File: src/rtl/vmem_arbiter.sv
// Memory port arbiter: shares one memory port between single-word fetch reads
// and fixed-length vector read/write bursts.
module vmem_arbiter #(
  parameter int unsigned BURST_LEN   = 16,
  parameter bit          PRIORITY_RR = 1'b1
) (
  input  logic                         Clk1,
  input  logic                         Reset,
  input  logic                         f_req,
  input  logic [15:0]                  f_addr,
  output logic                         f_gnt,
  output logic                         f_valid,
  output logic [15:0]                  f_data,
  input  logic                         v_req,
  input  logic                         v_we,
  input  logic [15:0]                  v_base,
  output logic                         v_gnt,
  output logic [$clog2(BURST_LEN)-1:0] v_idx,
  output logic                         v_wready,
  input  logic [15:0]                  v_wdata,
  output logic                         v_rvalid,
  output logic [15:0]                  v_rdata,
  output logic                         v_done,
  output logic [15:0]                  Addr,
  output logic                         RD,
  output logic                         WR,
  output logic [15:0]                  DataOut,
  input  logic [15:0]                  DataIn
);

  localparam int unsigned CntW = $clog2(BURST_LEN);
  localparam logic [CntW-1:0] LastCnt = CntW'(BURST_LEN - 1);

  typedef enum logic [2:0] {Idle, FRd, FData, VRd, VDrain, VWr} state_e;

  state_e          state, stateNext;
  logic [CntW-1:0] cnt, cntNext;
  logic            lastVec, lastVecNext;
  logic [15:0]     addrNext;
  logic            rdNext, wrNext;
  logic [CntW-1:0] idxNext;
  logic            grantF, grantV;

  // lastVec=1 means the vector engine won the previous grant, so fetch wins a tie
  assign grantF = f_req && (!v_req || !PRIORITY_RR || lastVec);
  assign grantV = v_req && !grantF;

  always_ff @(posedge Clk1 or negedge Reset) begin
    if (!Reset) begin
      state   <= Idle;
      cnt     <= '0;
      lastVec <= 1'b1;
      Addr    <= '0;
      RD      <= 1'b0;
      WR      <= 1'b0;
      v_idx   <= '0;
    end else begin
      state   <= stateNext;
      cnt     <= cntNext;
      lastVec <= lastVecNext;
      Addr    <= addrNext;
      RD      <= rdNext;
      WR      <= wrNext;
      v_idx   <= idxNext;
    end
  end

  always_comb begin
    stateNext   = state;
    cntNext     = '0;
    lastVecNext = lastVec;
    addrNext    = '0;
    rdNext      = 1'b0;
    wrNext      = 1'b0;
    idxNext     = '0;
    unique case (state)
      Idle: begin
        if (grantF) begin
          stateNext   = FRd;
          addrNext    = f_addr;
          rdNext      = 1'b1;
          lastVecNext = 1'b0;
        end else if (grantV) begin
          stateNext   = v_we ? VWr : VRd;
          addrNext    = v_base;
          rdNext      = !v_we;
          wrNext      = v_we;
          lastVecNext = 1'b1;
        end
      end
      FRd:    stateNext = FData;
      FData:  stateNext = Idle;
      VRd: begin
        // Read data lags the address by one cycle, so the index trails cnt
        idxNext = cnt;
        if (cnt == LastCnt) begin
          stateNext = VDrain;
        end else begin
          cntNext  = cnt + CntW'(1);
          addrNext = Addr + 16'd1;
          rdNext   = 1'b1;
        end
      end
      VDrain: stateNext = Idle;
      VWr: begin
        if (cnt == LastCnt) begin
          stateNext = Idle;
        end else begin
          cntNext  = cnt + CntW'(1);
          addrNext = Addr + 16'd1;
          wrNext   = 1'b1;
          idxNext  = cnt + CntW'(1);
        end
      end
      default: stateNext = Idle;
    endcase
  end

  always_comb begin
    f_gnt    = (state == FRd);
    f_valid  = (state == FData);
    f_data   = f_valid ? DataIn : 16'h0000;
    v_gnt    = ((state == VRd) || (state == VWr)) && (cnt == '0);
    v_rvalid = ((state == VRd) && (cnt != '0)) || (state == VDrain);
    v_rdata  = v_rvalid ? DataIn : 16'h0000;
    v_wready = (state == VWr);
    v_done   = (state == VDrain) || ((state == VWr) && (cnt == LastCnt));
    DataOut  = WR ? v_wdata : 16'h0000;
  end

endmodule

File: config.mk
export PLATFORM = sky130hd
export DESIGN_NAME = vmem_arbiter
export DESIGN_NICKNAME = d
export VERILOG_FILES = /design/src/rtl/vmem_arbiter.sv
export SDC_FILE = /design/constraint.sdc
export NUM_CORES = 1
export LEC_CHECK = 0
export ABC_AREA = 1
export BUFFER_PORTS_ARGS = -buffer_cell sky130_fd_sc_hd__buf_4
export CAP_MARGIN = 20
export CORE_ASPECT_RATIO = 1.1
export CORE_MARGIN = 5
export CORE_UTILIZATION = 30
export CTS_CLUSTER_DIAMETER = 120
export DETAILED_ROUTE_END_ITERATION = 10
export PLACE_DENSITY = 0.7
export SLEW_MARGIN = 30
export SYNTH_ARGS = -nofsm -noshare
export SYNTH_HDL_FRONTEND = slang
export SYNTH_SLANG_ARGS = --single-unit
File: constraint.sdc
create_clock -name Clk1 -period 1.7 [get_ports Clk1]
set_clock_uncertainty 0.1 [all_clocks]
set_input_delay 0.255 -clock Clk1 [delete_from_list [all_inputs] [get_ports Clk1]]
set_output_delay 0.255 -clock Clk1 [all_outputs]
set_load 0.1 [all_outputs]
Yosys cells after proc, flatten, opt, wreduce, memory -nomap -nowiden
Cells that the tools add are included. Widths: inputs -> output; s select.

Bits in registers: 30. Latch bits: 0. RAM bits: 0. Memory bits (read-only): 0. Bits of input ports: 69. Output and inout port bits: 76. Logic and storage cells: 62. Memories kept: 0.

Add/sub/neg operators: 2. Multipliers: 0. Div/mod/pow operators: 0. Order comparisons: 0. Equal/unequal tests: 9. Shift-type cells: 0. Muxes and demuxes: 25. Bitwise logic cells: 0. Reductions and logical operators: 19.

Operators with widths (count): $mux 16 (6); $pmux 16 s2 (1); $add 16x1->16 const B (1); $mux 3 (5); $pmux 3 s4 (1); $mux 4 (2); $pmux 4 s2 (1); $mux 1 (7); $eq 3x2->1 const B (2); $eq 3x3->1 const B (2); $logic_and 1x1->1 (5); $add 4x1->4 const B (1); $eq 4x4->1 const B (1); $logic_not 4->1 (1); $logic_or 1x1->1 (4); $pmux 1 s2 (2); $reduce_bool 4->1 (1); $eq 3x1->1 const B (1); $logic_not 1->1 (3); $logic_not 3->1 (1); $ne 3x3->1 const B (1); $reduce_and 3->1 (1); $ne 2x1->1 const B (1); $ne 2x2->1 const B (1); other kinds (3) (3).

Logic depth before layout (Yosys ltp)
Gate-level depths: netlist of run 1.

Depth in word-level cells: 8. Gate-level depth with buffers: 8. Gate-level depth less buffers: 8.

Worst setup path after synthesis of run 1
No wires, ideal clock.

Kind: reg2out. Start point: reg state[0]. End point: out f_data[10]. Data arrival time: 4397 ps. Required time: 1345 ps. Setup slack: -3052 ps. Stages on the path, launching flop included: 5. Path buffers: 1. Path through: dfrtp_1 > nor3_1 > inv_2 > buf_2 > nor2_1.

Longest elaborated chain between the ends: 2.

RTL lines: start, declared (RTL line 36) `state_e state, stateNext;`; start signal, assigned (RTL line 50) `state <= Idle;`; start signal, assigned (RTL line 58) `state <= stateNext;`; $eq 3x2->1 (RTL line 121) `f_valid = (state == FData);`; via f_valid (RTL line 12) `output logic f_valid,`; $mux 16 (RTL line 122) `f_data = f_valid ? DataIn : 16'h0000;`; end, declared (RTL line 13) `output logic [15:0] f_data,`.

The timed path passes the listed nets, and every way through them passes these cells.

Worst setup path in the final report of run 1
Start point: reg state[2]. End point: out v_rdata[2].

Longest elaborated chain between the ends: 4. Elaborated cells between the ends (all ways): 5. Those cells by class: eq/ne (2); mux (1); reduce/logical (2).

RTL lines: $eq 3x2->1 (RTL line 124) `v_rvalid = ((state == VRd) && (cnt != '0)) || (state == VDrain);`; $logic_and 1x1->1 (RTL line 124); $logic_or 1x1->1 * (RTL line 124); $mux 16 * (RTL line 125) `v_rdata = v_rvalid ? DataIn : 16'h0000;`; end, declared (RTL line 22) `output logic [15:0] v_rdata,`.

Every way passes the cells marked *; elsewhere a longest branch is shown, timed or not.

==> results of run 1 <==
-- synthesized netlist by cell type --
master    number
nand2_1       85
clkinv_1       1
nand2_4        1
nand3_2        2
a21oi_1       27
xor2_1         2
nand2_2        3
nor2_2         1
nor2_1        55
o211ai_1       3
clkbuf_1       2
buf_2          3
nand3_1       30
buf_6          1
nor3_4         1
dfrtp_1       29
nor2_4         1
o21bai_1       2
nor3_1         2
inv_2          2
nand4_1        3
o22ai_1        4
inv_1         70
nand3b_1       1
ha_1           3
dfstp_2        1
o21ai_1        1
o21ai_0        5
xnor2_1        1
-- critical path, stage by stage, from the launching register on --
cell	delay (ps)
dfrtp_2	440
inv_2	100
nand3_4	80
inv_4	90
nand2_8	80
buf_12	160
a21oi_4	160
buf_12	190
-- registers in the layout (all words and copies together) (netlist names) --
register and flops:
v_idx 4, RD 1, cnt 4, Addr 16, state 3, lastVec 1
WR 1
-- layout by cell type, fill, tap and decap left out, types with 3 or more instances in the layout --
| cell | count |
|---|---|
| a21oi_4 | 16 |
| nand2_4 | 13 |
| nand2_2 | 4 |
| o21ai_0 | 4 |
| nor2_4 | 19 |
| nand3_2 | 3 |
| dfrtp_1 | 12 |
| buf_12 | 45 |
| nand2_1 | 71 |
| buf_4 | 119 |
| inv_1 | 48 |
| inv_2 | 3 |
| o211ai_1 | 3 |
| nand4_1 | 3 |
| clkinvlp_4 | 17 |
| o22ai_1 | 4 |
| dfrtp_4 | 3 |
| nand3_1 | 26 |
| clkbuf_8 | 5 |
| dfrtp_2 | 14 |
| a21oi_1 | 10 |
| nor2_1 | 37 |
| nand3_4 | 3 |
| buf_6 | 17 |
| clkbuf_1 | 3 |
-- through the flow --
stage	instance area, µm²	hold WS [ps]	TNS (ps)	util
5_1_grt	5010	87.0	-12100	0.715
6_report	5010	79.9	-8480	0.715
2_1_floorplan	2740	-141	-26970	-
3_3_place_gp	4120	110	-510	0.588
3_5_place_dp	4120	113	-995	0.588
4_1_cts	4860	74.1	-6920	0.693
-- worst min-delay path by stage --
stage | start | to | depth (start not counted)
after floorplan | Reset | Addr[10]$_DFF_PN0_ | 0
after global placement | Reset | Addr[14]$_DFF_PN0_ | 1
after detailed placement | Reset | Addr[14]$_DFF_PN0_ | 1
after CTS | v_base[13] | Addr[13]$_DFF_PN0_ | 3
after global routing | v_base[12] | Addr[12]$_DFF_PN0_ | 3
final | v_base[11] | Addr[11]$_DFF_PN0_ | 3
-- per-layer routing --
metal,up-vias,GRT usage,wire (µm)
met5,-,0,0
met4,0,0.0515,199
met3,17,0.0588,906
met2,140,0.391,5190
met1,1370,0.253,3880
li1,1418,-,-
-- power groups by stage --
stage	combinational, mW	sequential, mW	clock [mW]
6_report	7.36	1.31	0.547
4_1_cts	7.07	1.29	0.567
2_1_floorplan	3.41	2.63	0
5_1_grt	7.65	1.35	0.605
3_3_place_gp	6.14	1.29	0
3_5_place_dp	6.20	1.30	0
-- kinds of logic (layout without fill, tap and decap cells) --
group                    Yosys count  after routing
flip-flops                        30             30
AO/OA/AOI/OAI                     42             42
buffers and inverters             79            267
XOR/XNOR                           3              3
adder cells (fa/ha/maj)            3              3
AND/OR/NAND/NOR                  185            185
-- repair_timing --
item / in CTS / in global routing
resized for setup: 136 / 23
setup endpoints to repair: 48 / 66
hold endpoints to repair: 29 / 0
pin swaps: 23 / 4
gates cloned: 2 / 1
buffers inserted: 7 / 5
hold buffers: 1 / 0
-- layout make-up --
type	count	area, µm²	area share
clock buffers	8	80.1	0.0160
inverters	73	374	0.0747
multi-input cells	233	1590	0.318
flip-flops and latches	30	781	0.156
well taps	85	106	0.0212
repair buffers	185	2060	0.412
repair inverters	1	11.3	0.00225
==> metrics.md, run 1 <==
| Metric | Value |
|---|---|
| Worst endpoint data arrival time | between 1500 and 2000 ps |
| Post-route setup slack | -252 ps |
| #FFs+latches synth | 30 |
| # setup viols final | 47 |
| CTS tree | built |
| Post-synthesis simple-gate area fraction | 0.371 |
| Top cell type's share of synthesized area | 0.338 |
| R2r endpoint | Addr[3]$_DFF_PN0_ |
| Post-Synth XOR/XNOR Area | 0.0122 |
| Antenna viol nets, final | 0 |
| Mapped cell area | approximately 0.0021 mm² |
| Total Routing Usage GR | 0.217 |
| Port Buffers | roughly 140 |
| Clock-pin slew on the worst setup and hold paths | about 70 ps |
| Reg2Reg Depth | 10 |
| CTS Buf Count | 5 |
| Clock latency on the worst-skew pair | ~280 ps |
| Diode count | 0 |
| # fillers | roughly 470 |
| Final net count | approximately 600 |
| Mapped Cells | roughly 340 |
| Mean Syn Cell Area | approximately 6.3 µm² |
| Power share of the sequential group | 0.142 |
| Pre-CTS WS | -69.3 ps |
| Ports | about 150 |
| Switch share | 0.605 |
| Max Fclk | about 500 MHz |
| Max cap viols | 0 |
| Adder-cell share of the synthesized area | 0.0175 |
| Tot Pwr | 9.22 mW |
| DRC viols | 0 |
| Leading area contributor after synthesis | dfrtp_1 |
| Worst-path fanout max | 7 |
| First-pass GRT wire length | between 15000 and 20000 µm |
| Setup crit start kind | flop |
| CTS max path bufs | 2 |
| Failing checks | negative setup slack |
| Pin count of the biggest net entering global routing | 31 |
| Synth area leaders | dfrtp_1 34%, nand2_1 15%, inv_1 12% |
| Core box area | 0.00701 mm² |
| Die footprint | 0.00895 mm² |
| Gr ovfl total | 0 |
| Fin crit period | between 1500 and 2000 ps |
| DPL Wire Length | roughly 6600 µm |
| Final wirelength | roughly 10000 µm |
| Wire per inst | approximately 17 µm |
| Slew headroom | 0.746 |
| Worst R2R Start | state[0]$_DFFE_PN0P_ |
| Clock Sinks | 30 |
| Reg-to-reg slack, setup | -90 ps |
| Hold Path Class | primary input to flop |
| Combinational Power Share | 0.799 |
| DRT iter0 DRCs | 90 |
| Synth Net Count | ~410 |
| H-tree Lvls | 2 |
| # rows | 32 |
| Worst Max-Slew Pin Slew | ~380 ps |
| Fin. max-slew vios | 0 |
| Final Hold Vio Count | 0 |
| First drt pass iteration count | 4 |
| Clk network pwr share | 0.059 |
| Dpl cells | between 500 and 600 |
| Complex-gate fraction of the synthesized area | 0.106 |
| Starting Density | 0.306 |
| Synth cell types | 29 |
| Period utilization | 1.15 |
| Setup CP Type | flop to output pin |
| Vias per std cell | about 4.8 |
| Root Driver | clkbuf_8 |
| Status | complete, but fails checks |
| Final Wtd Congestion | ~0.84 |
| Chip height | 98.7 µm |
| Share of post-route cells with drive strength above 1 | 0.560 |
| Die W | 90.7 µm |
| Mux cell area share after synthesis | 0 |
| Final cell count without fillers | approximately 600 |
| Net switching power | 5.58 mW |
| Peak supply drop | approximately 0.0012 V |
| Initial antenna violation count | 0 |
| Setup crit end | v_rdata[2] |
| Post-synthesis sequential area ratio | 0.350 |
| Crit end category | output pin |
| Int Power | between 3 and 4 mW |
| Vias in the first global route | 3068 |
| Yosys warns | 0 |
| RSZ-0062 raised after global routing | true |
| Critical Path Start | state[2]$_DFFE_PN0P_ |
| Via count | ~2900 |
| Area growth from synthesis to layout | 133% |
| Leak pwr | 2.35 nW |
| PwrDens | between 1500 and 2000 mW/mm² |
| Largest family of logic cells by synthesized area | simple AND/OR/NAND/NOR gates |
| Worst endpoint required time | around 1300 ps |
No activity file was read; power rests on OpenSTA's default activity.
==> inputs of run 2 (changes only) <==
--- a/config.mk
+++ b/config.mk
@@ -14,6 +14,7 @@
 export CTS_CLUSTER_DIAMETER = 120
 export DETAILED_ROUTE_END_ITERATION = 10
 export PLACE_DENSITY = 0.7
+export RECOVER_POWER = 25
 export SLEW_MARGIN = 30
 export SYNTH_ARGS = -nofsm -noshare
 export SYNTH_HDL_FRONTEND = slang
==> run 2 against run 1 <==
  * The run still ends with negative setup slack left
  * Maximum frequency unchanged
  * Total power is essentially flat
  * Worst setup slack unchanged
  * Final cell count did not move
  * Wire length about the same
  * Worst hold slack about the same
  * Global-route usage unchanged
  * Sequential share of layout area is essentially flat
  * Register-to-register slack is essentially flat
  * Core utilization about the same
  * Clock power hardly changed
  * Critical endpoint unchanged
  * Largest power group unchanged
  * Highest routed layer unchanged
==> metrics.md, run 2 (same netlist as run 1, synthesis figures left out) <==
| Metric | Value |
|---|---|
| Leak pwr | 2.35 nW (about the same) |
| DPL Wire Length | 6570 µm (unchanged) |
| Top routing layer in use | met4 (unchanged) |
| Status | complete, but fails checks (unchanged) |
| Starting Density | 0.306 (unchanged) |
| Area growth from synthesis to layout | 133% (about the same) |
| Root Driver | clkbuf_8 (unchanged) |
| Antenna viol nets, final | 0 (unchanged) |
| CTS Buf Count | 5 (unchanged) |
| Period utilization | 1.15 (unchanged) |
| Setup crit start kind | flop (unchanged) |
| Pin count of the biggest net entering global routing | 31 (unchanged) |
| Fin util | 0.714 (was 0.715) |
| # setup viols final | 47 (unchanged) |
| Hold Path Class | primary input to flop (unchanged) |
| First drt pass iteration count | 4 (unchanged) |
| Fin. max-slew vios | 0 (unchanged) |
| Gr ovfl total | 0 (unchanged) |
| Chip height | 98.7 µm (unchanged) |
| Max cap viols | 0 (unchanged) |
| Final Hold Vio Count | 0 (unchanged) |
| Worst-path cell chain | inv_2 -> nand3_4 -> inv_4 -> nand2_8 -> buf_12 -> a21oi_4 -> buf_12 (unchanged) |
| Vias per std cell | 4.79 (about the same) |
| Final Wtd Congestion | 0.838 (unchanged) |
| Wire per inst | 16.5 µm (about the same) |
| Die footprint | 0.00895 mm² (unchanged) |
| Crit path buffers/inverters | 4 (unchanged) |
| Setup CP Type | flop to output pin (unchanged) |
| Final net count | 601 (unchanged) |
| Post-route setup slack | -252 ps (unchanged) |
| Final cell count without fillers | 615 (unchanged) |
| H-tree Lvls | 2 (unchanged) |
| Wire length on met3 | 906 µm (unchanged) |
| Slew headroom | 0.503 (was 0.746) |
| Total Routing Usage GR | 0.217 (unchanged) |
| Worst Max-Slew Pin Slew | 745 ps (was 381 ps) |
| PwrDens | 1840 mW/mm² (about the same) |
| Max incr delay on CP | 440 ps (about the same) |
| Clock Sinks | 30 (unchanged) |
| Port Buffers | 144 (unchanged) |
| Final wirelength | 10200 µm (about the same) |
| Crit end category | output pin (unchanged) |
| First-pass GRT wire length | 15900 µm (unchanged) |
| DRT iter0 DRCs | 90 (unchanged) |
| CP top delay family | buffers and inverters (unchanged) |
| Vias in the first global route | 3068 (unchanged) |
| Die W | 90.7 µm (unchanged) |
| Peak supply drop | 0.00120 V (unchanged) |
| Commonest non-fill, non-tap cell in the layout | buf_4 (unchanged) |
| Worst-path fanout max | 7 (unchanged) |
| Max Fclk | 512 MHz (unchanged) |
| Clock latency on the worst-skew pair | 280 ps (about the same) |
| RSZ-0062 raised after global routing | true (unchanged) |
| CTS max path bufs | 2 (unchanged) |
| Max FFs per register | 16 (unchanged) |
| Slowest stage cell, crit path | dfrtp_2 (unchanged) |
| Fin crit period | 1950 ps (unchanged) |
| Initial antenna violation count | 0 (unchanged) |
| Worst endpoint data arrival time | 1600 ps (about the same) |
| Via count | 2946 (was 2945) |
| Diode count | 0 (unchanged) |
| # rows | 32 (unchanged) |
| Commonest non-fill, non-tap cells in the layout | 118 x buf_4, 71 x nand2_1, 48 x inv_1, 45 x buf_12, 37 x nor2_1 (was 119 x buf_4, 71 x nand2_1, 48 x inv_1, 45 x buf_12, 37 x nor2_1) |
| # fillers | 470 (was 469) |
| Dpl cells | 593 (unchanged) |
| Clock-pin slew on the worst setup and hold paths | 70 ps (about the same) |
| WL met2 | 5190 µm (unchanged) |
| Top Registers | Addr (16), cnt (4), v_idx (4) (unchanged) |
| CTS tree | built (unchanged) |
| DRC viols | 0 (unchanged) |
| Worst endpoint required time | 1340 ps (about the same) |
| Failing checks | negative setup slack (unchanged) |
| Most used cell, CP | buf_12 (unchanged) |
| Core box area | 0.00701 mm² (unchanged) |
| Largest reg by FF count | Addr (unchanged) |
| Ports | 145 (unchanged) |
| Share of post-route cells with drive strength above 1 | 0.560 (unchanged) |
| M1 WL | 3880 µm (about the same) |
[run 2: worst paths after layout]
kind / start / end / slack (ps) / depth (start not counted)
setup / recovery: state[2]$_DFFE_PN0P_ / v_rdata[2] / -250 / 7
hold / removal: v_base[11] / Addr[11]$_DFF_PN0_ / 80 / 3
max in group asynchronous: Reset / Addr[0]$_DFF_PN0_ / 460 / 2
setup reg to reg: state[0]$_DFFE_PN0P_ / Addr[3]$_DFF_PN0_ / -90 / 10
hold reg to reg: lastVec$_DFFE_PN1P_ / lastVec$_DFFE_PN1P_ / 410 / 2
min in group asynchronous: Reset / WR$_DFF_PN0_ / 480 / 2
[run 2: final cells by class]
type / count / area, µm² / share of cell area
Timing Repair Buffer: 185 / 2060 / 0.412
Tap cell: 85 / 106 / 0.0212
Multi-Input combinational cell: 233 / 1590 / 0.318
Sequential cell: 30 / 781 / 0.156
Timing Repair inverter: 1 / 11.3 / 0.00225
Clock buffer: 8 / 80.1 / 0.0160
Inverter: 73 / 374 / 0.0747
[run 2: what timing repair did]
item | in CTS | in global routing
cloned | 2 | 1
setup buffers | 7 | 5
hold endpoints to repair | 29 | 0
gates resized for setup | 136 | 23
hold buffers | 1 | 0
setup endpoints to repair | 48 | 66
pin swaps | 23 | 4
[run 2: metal layers]
metal,track usage,vias up
met5,0,-
met4,0.0515,0
met3,0.0588,17
met2,0.391,140
met1,0.253,1371
li1,-,1418
[run 2: where the power goes]
group	leakage, nW	internal, mW	switching, mW
Combinational	1.93	2.34	5.02
Sequential	0.373	1.01	0.301
Clock	0.0395	0.290	0.257
Total	2.35	3.64	5.58
[run 2: stage by stage]
stage / setup WS (ps) / power [mW] / instance area, µm² / setup TNS [ps] / hold slack [ps]
floorplan: -980 / 6.04 / 2740 / -26970 / -141
global placement: -39.9 / 7.44 / 4120 / -510 / 110
detailed placement: -69.3 / 7.50 / 4120 / -995 / 113
CTS: -212 / 8.93 / 4860 / -6920 / 74.1
global route: -333 / 9.61 / 5010 / -12100 / 87.0
finish: -252 / 9.22 / 5010 / -8480 / 79.9
[run 2: tightest hold or removal path, delay by kind of cell]
family                 cells  cell delay, ps
buffers and inverters      1              80
AO/OA/AOI/OAI              1              50
AND/OR/NAND/NOR            1              50
